===== src/rtl/alu_seq_port.sv =====
// Sequential valid/ready front-end for a structural ripple-carry ALU.
// Optional golden-model self-check is built only when ALU_CHECK_EN is defined.

module ALU #(
    parameter int n = 32
) (
    input  logic [n-1:0] a,
    input  logic [n-1:0] b,
    input  logic [2:0]   f,
    output logic [n-1:0] y,
    output logic         carryout,
    output logic         zero,
    output logic         overflow
);
    logic         sub;
    logic [n-1:0] bb;
    logic [n-1:0] sum;
    logic [n:0]   c;
    logic         v;
    logic         is_arith;

    // SUB and SLT both run the adder as a + ~b + 1
    assign sub      = (f == 3'd1) || (f == 3'd2);
    assign is_arith = (f == 3'd0) || (f == 3'd1);
    assign bb       = sub ? ~b : b;
    assign c[0]     = sub;

    genvar i;
    generate
        for (i = 0; i < n; i++) begin : g_fa
            assign sum[i]   = a[i] ^ bb[i] ^ c[i];
            assign c[i + 1] = (a[i] & bb[i]) | (c[i] & (a[i] ^ bb[i]));
        end
    endgenerate

    assign v = c[n] ^ c[n-1];

    always_comb begin
        y = '0;
        case (f)
            3'd0, 3'd1: y = sum;
            3'd2:       y[0] = sum[n-1] ^ v;
            3'd3:       y = a ^ b;
            3'd4:       y = ~(a & b);
            3'd5:       y = a & b;
            3'd6:       y = ~(a | b);
            default:    y = a | b;
        endcase
    end

    assign carryout = is_arith ? c[n] : 1'b0;
    assign overflow = is_arith ? v : 1'b0;
    assign zero     = (y == '0);
endmodule

module alu_seq_port #(
    parameter int N             = 32,
    parameter int SETTLE_CYCLES = 4
) (
    input  logic         clk,
    input  logic         reset_n,
    input  logic         req_valid,
    output logic         req_ready,
    input  logic [N-1:0] req_a,
    input  logic [N-1:0] req_b,
    input  logic [2:0]   req_cmd,
    output logic         rsp_valid,
    input  logic         rsp_ready,
    output logic [N-1:0] rsp_result,
    output logic         rsp_carryout,
    output logic         rsp_zero,
    output logic         rsp_overflow,
    output logic         rsp_mismatch,
    output logic [7:0]   err_count
);
    localparam logic [7:0] CNT_INIT = 8'(SETTLE_CYCLES - 1);

    typedef enum logic [1:0] {
        S_IDLE,
        S_SETTLE,
        S_DONE
    } state_t;

    state_t       state_q, state_d;
    logic [N-1:0] a_q, a_d, b_q, b_d;
    logic [2:0]   cmd_q, cmd_d;
    logic [7:0]   cnt_q, cnt_d;
    logic [N-1:0] result_q, result_d;
    logic         carry_q, carry_d, zero_q, zero_d, ovf_q, ovf_d;
    logic         capture;

    logic [N-1:0] alu_y;
    logic         alu_co, alu_z, alu_v;

    ALU #(.n(N)) u_alu (
        .a        (a_q),
        .b        (b_q),
        .f        (cmd_q),
        .y        (alu_y),
        .carryout (alu_co),
        .zero     (alu_z),
        .overflow (alu_v)
    );

    always_ff @(posedge clk or negedge reset_n) begin
        if (!reset_n) state_q <= S_IDLE;
        else          state_q <= state_d;
    end

    always_comb begin
        state_d = state_q;
        case (state_q)
            S_IDLE:   if (req_valid) state_d = S_SETTLE;
            S_SETTLE: if (cnt_q == '0) state_d = S_DONE;
            S_DONE:   if (rsp_ready) state_d = S_IDLE;
            default:  state_d = S_IDLE;
        endcase
    end

    always_comb begin
        req_ready = (state_q == S_IDLE);
        rsp_valid = (state_q == S_DONE);
    end

    assign capture = (state_q == S_SETTLE) && (cnt_q == '0);

    always_comb begin
        a_d      = a_q;
        b_d      = b_q;
        cmd_d    = cmd_q;
        cnt_d    = cnt_q;
        result_d = result_q;
        carry_d  = carry_q;
        zero_d   = zero_q;
        ovf_d    = ovf_q;
        if (state_q == S_IDLE && req_valid) begin
            a_d   = req_a;
            b_d   = req_b;
            cmd_d = req_cmd;
            cnt_d = CNT_INIT;
        end else if (state_q == S_SETTLE && cnt_q != '0) begin
            cnt_d = cnt_q - 8'd1;
        end
        if (capture) begin
            result_d = alu_y;
            carry_d  = alu_co;
            zero_d   = alu_z;
            ovf_d    = alu_v;
        end
    end

    always_ff @(posedge clk or negedge reset_n) begin
        if (!reset_n) begin
            a_q      <= '0;
            b_q      <= '0;
            cmd_q    <= '0;
            cnt_q    <= '0;
            result_q <= '0;
            carry_q  <= 1'b0;
            zero_q   <= 1'b0;
            ovf_q    <= 1'b0;
        end else begin
            a_q      <= a_d;
            b_q      <= b_d;
            cmd_q    <= cmd_d;
            cnt_q    <= cnt_d;
            result_q <= result_d;
            carry_q  <= carry_d;
            zero_q   <= zero_d;
            ovf_q    <= ovf_d;
        end
    end

    assign rsp_result   = result_q;
    assign rsp_carryout = carry_q;
    assign rsp_zero     = zero_q;
    assign rsp_overflow = ovf_q;

`ifdef ALU_CHECK_EN
    logic [N-1:0] exp_y;
    logic         mismatch_q, mismatch_d;
    logic [7:0]   err_q, err_d;

    always_comb begin
        exp_y = '0;
        case (cmd_q)
            3'd0:    exp_y = a_q + b_q;
            3'd1:    exp_y = a_q - b_q;
            3'd2:    exp_y[0] = ($signed(a_q) < $signed(b_q));
            3'd3:    exp_y = a_q ^ b_q;
            3'd4:    exp_y = ~(a_q & b_q);
            3'd5:    exp_y = a_q & b_q;
            3'd6:    exp_y = ~(a_q | b_q);
            default: exp_y = a_q | b_q;
        endcase
    end

    always_comb begin
        mismatch_d = mismatch_q;
        err_d      = err_q;
        if (capture) begin
            mismatch_d = (alu_y != exp_y);
            if ((alu_y != exp_y) && (err_q != 8'hFF)) err_d = err_q + 8'd1;
        end
    end

    always_ff @(posedge clk or negedge reset_n) begin
        if (!reset_n) begin
            mismatch_q <= 1'b0;
            err_q      <= '0;
        end else begin
            mismatch_q <= mismatch_d;
            err_q      <= err_d;
        end
    end

    assign rsp_mismatch = mismatch_q;
    assign err_count    = err_q;
`else
    assign rsp_mismatch = 1'b0;
    assign err_count    = '0;
`endif
endmodule


===== config.mk =====
export PLATFORM = sky130hd
export DESIGN_NAME = alu_seq_port
export DESIGN_NICKNAME = d
export VERILOG_FILES = /design/src/rtl/alu_seq_port.sv
export SDC_FILE = /design/constraint.sdc
export NUM_CORES = 1
export LEC_CHECK = 0
export ABC_AREA = 1
export CAP_MARGIN = 5
export CORE_MARGIN = 10
export CORE_UTILIZATION = 61
export CTS_BUF_LIST = sky130_fd_sc_hd__clkbuf_16
export DETAILED_ROUTE_END_ITERATION = 12
export GPL_ROUTABILITY_DRIVEN = 0
export GPL_TIMING_DRIVEN = 0
export PLACE_DENSITY = 0.87
export SYNTH_ARGS = -nofsm -noshare
export SYNTH_HDL_FRONTEND = slang
export SYNTH_HIERARCHICAL = 1
export SYNTH_SLANG_ARGS = --single-unit

===== constraint.sdc =====
create_clock -name clk -period 24 [get_ports clk]
set_input_delay 2.4 -clock clk [delete_from_list [all_inputs] [get_ports clk]]
set_output_delay 2.4 -clock clk [all_outputs]
set_load 0.05 [all_outputs]

==> impl_metrics.tcl <==
set metrics [dict create \
    worst_setup_path_end_kind "flip-flop" \
    hold_path_class "flip-flop to flip-flop" \
    fmax_mhz 61.0 \
    clkLatencyLatePin_ns 0.36 \
    synth_common_cells "nand2_1, dfrtp_1, inv_1, nand3_1, ha_1" \
    fin_util 0.740 \
    vias 7975 \
    synth-seq-cells 112 \
    drt_iter0_drc 943 \
    areaGrowthSynthToFinish_pct 19.1 \
    cts-resized-gates 0 \
    seq_area_frac_synth 0.326 \
    period_needed_ns 16.40 \
    crit_top_cell "fa_1" \
    setup_violations 0 \
    ant_nets 0 \
    core_area_mm2 0.0138 \
    rows 43 \
    async_flop_share 1.00 \
    wirelength_um 23700 \
    io_pins 117 \
    cts_buffers 9 \
    cts-root-buf "clkbuf_16" \
    synth_area_mm2 0.00859 \
    status "complete, no violations" \
    synth_top_cell_area_share 0.326 \
    yosys.area.top_type "dfrtp_1" \
    grt_usage 0.239 \
    synth_most_common_cell "nand2_1" \
    drv_cap 0 \
    fill_cells 1052 \
    ctsHtreeMaxLevel 3 \
    synth_cells 1157 \
    postSynthAreaPerCell_um2 7.42 \
    grt_max_degree 64 \
    min_period_over_period 0.683 \
    cts_hold_buffers 0 \
    start_kind "flip-flop" \
    synth_top_flop_cell "dfrtp_1" \
    numPortBuffers 107 \
    path_clk_slew_ns 0.07 \
    arrival_ns 16.65 \
    fin_worst_skew_ns 0.00825 \
    hold_violations 0 \
    overflow 0 \
    worstSetupPathType "flip-flop to flip-flop" \
    worst_pin_slew_ns 0.742 \
    cts.sinks 112 \
    critPathBufInv 6 \
    dr.pass1.iters 7 \
    cts_setup_buffers 0 \
    dieArea_mm2 0.0192 \
    synth.area.top_cells "dfrtp_1, nand2_1, ha_1" \
    slew_headroom 0.506 \
    maxSlewViolCount 0 \
    final_net_count 1453 \
    wire_per_inst_um 16.2 \
    setup-tns-final_ns 0 \
    via_per_inst 5.43 \
    drive_above_1_share 0.0683 \
    die_x_um 139 \
    post-place-cells 1453 \
    cts_buffer_depth 2 \
    grt_pass1_vias 7551 \
    synth-edff-count 0 \
    grt_pass1_wl_um 37900 \
    fp.dieH_um 139 \
    critPathSlowestCell "fa_1" \
    cp_top_family "adder cells" \
    antenna_found_initial 0 \
    synth_warnings 6 \
    cts_tree "done" \
    antenna_cells 0 \
    drc 0 \
    synth_cell_types 31 \
    start_util 0.621 \
    crit_path_max_incr_delay_ns 0.48 \
    dpl.hpwl_um 18000 \
    finalNonFillerCells 1469 \
    worstPathRequired_ns 24.25 \
    rsz0062_at_grt "false" \
    crit_fanout 10 \
]
[cell usage in the layout (no fill, tap or decap), drive strengths merged, types with 32 or more instances in the layout]
master / synthesis / layout
nand3: 91 / 91
nand2: 485 / 485
clkdlybuf4s50: 0 / 106
fa: 32 / 32
xor2: 32 / 32
dfrtp: 112 / 112
buf: 53 / 55
ha: 66 / 66
nand4: 39 / 39
inv: 117 / 119
nor2: 74 / 74
[final cells by class]
class	count	area (µm²)	share of cell area
plain buffers	66	415	0.0406
clock buffers	9	225	0.0220
clock inverters	7	65.1	0.00636
inverters	117	442	0.0432
multi-input cells	870	4960	0.485
flip-flops and latches	112	2800	0.274
well taps	180	225	0.0220
repair buffers	108	1100	0.107
[cells by family (layout without fill, tap and decap cells)]
kind of cell               Yosys count  count (layout)  synth area share
buffers and inverters              183             307            0.0998
xor gates and xnor gates            32              32            0.0326
adders and majority gates           98              98             0.171
AOI/OAI and AO/OA                   11              11           0.00845
and+or+nand+nor                    720             720             0.362
other                                1               9          0.000437
DFF                                112             112             0.326
[per-stage QoR]
stage	hold slack [ns]	setup WS [ns]	area [µm²]
floorplan	0.450	8.94	8620
global placement	0.455	7.89	9910
detailed placement	0.461	7.78	9940
CTS	0.478	7.69	10200
global route	0.488	7.05	10200
finish	0.473	7.60	10200
[state kept, by name, indices dropped and copies added (netlist names)]
register and count:
a_q 32, rsp_carryout 1, cnt_q 8, rsp_overflow 1
cmd_q 3, rsp_result 32, rsp_zero 1, state_q 2
b_q 32
[tightest hold or removal path, stage by stage (launching register included)]
cell and delay (ns):
dfrtp_1 0.35, nand2_1 0.05, nand2_1 0.04
[metal layers]
| layer | GRT usage | up-vias | part of all wire |
|---|---|---|---|
| li1 | - | 3825 | - |
| met1 | 0.315 | 3675 | 0.40 |
| met2 | 0.382 | 416 | 0.46 |
| met3 | 0.0466 | 59 | 0.11 |
| met4 | 0.0873 | 0 | 0.028 |
| met5 | 0 | - | 0 |
[worst paths after layout]
path	from	to	slack, ns	cells past startpoint
min in group asynchronous	reset_n	b_q[21]	2.05	1
setup reg to reg	cmd_q[0]	rsp_zero	7.60	48
setup / recovery	cmd_q[0]	rsp_zero	7.60	48
max in group asynchronous	reset_n	cmd_q[1]	21.22	2
hold reg to reg	rsp_result[24]	rsp_result[24]	0.47	2
hold / removal	rsp_result[24]	rsp_result[24]	0.47	2
Power is left out: the tool's default activity adds up to more than one toggle a clock period on the data nets, which glitch-free logic cannot reach.
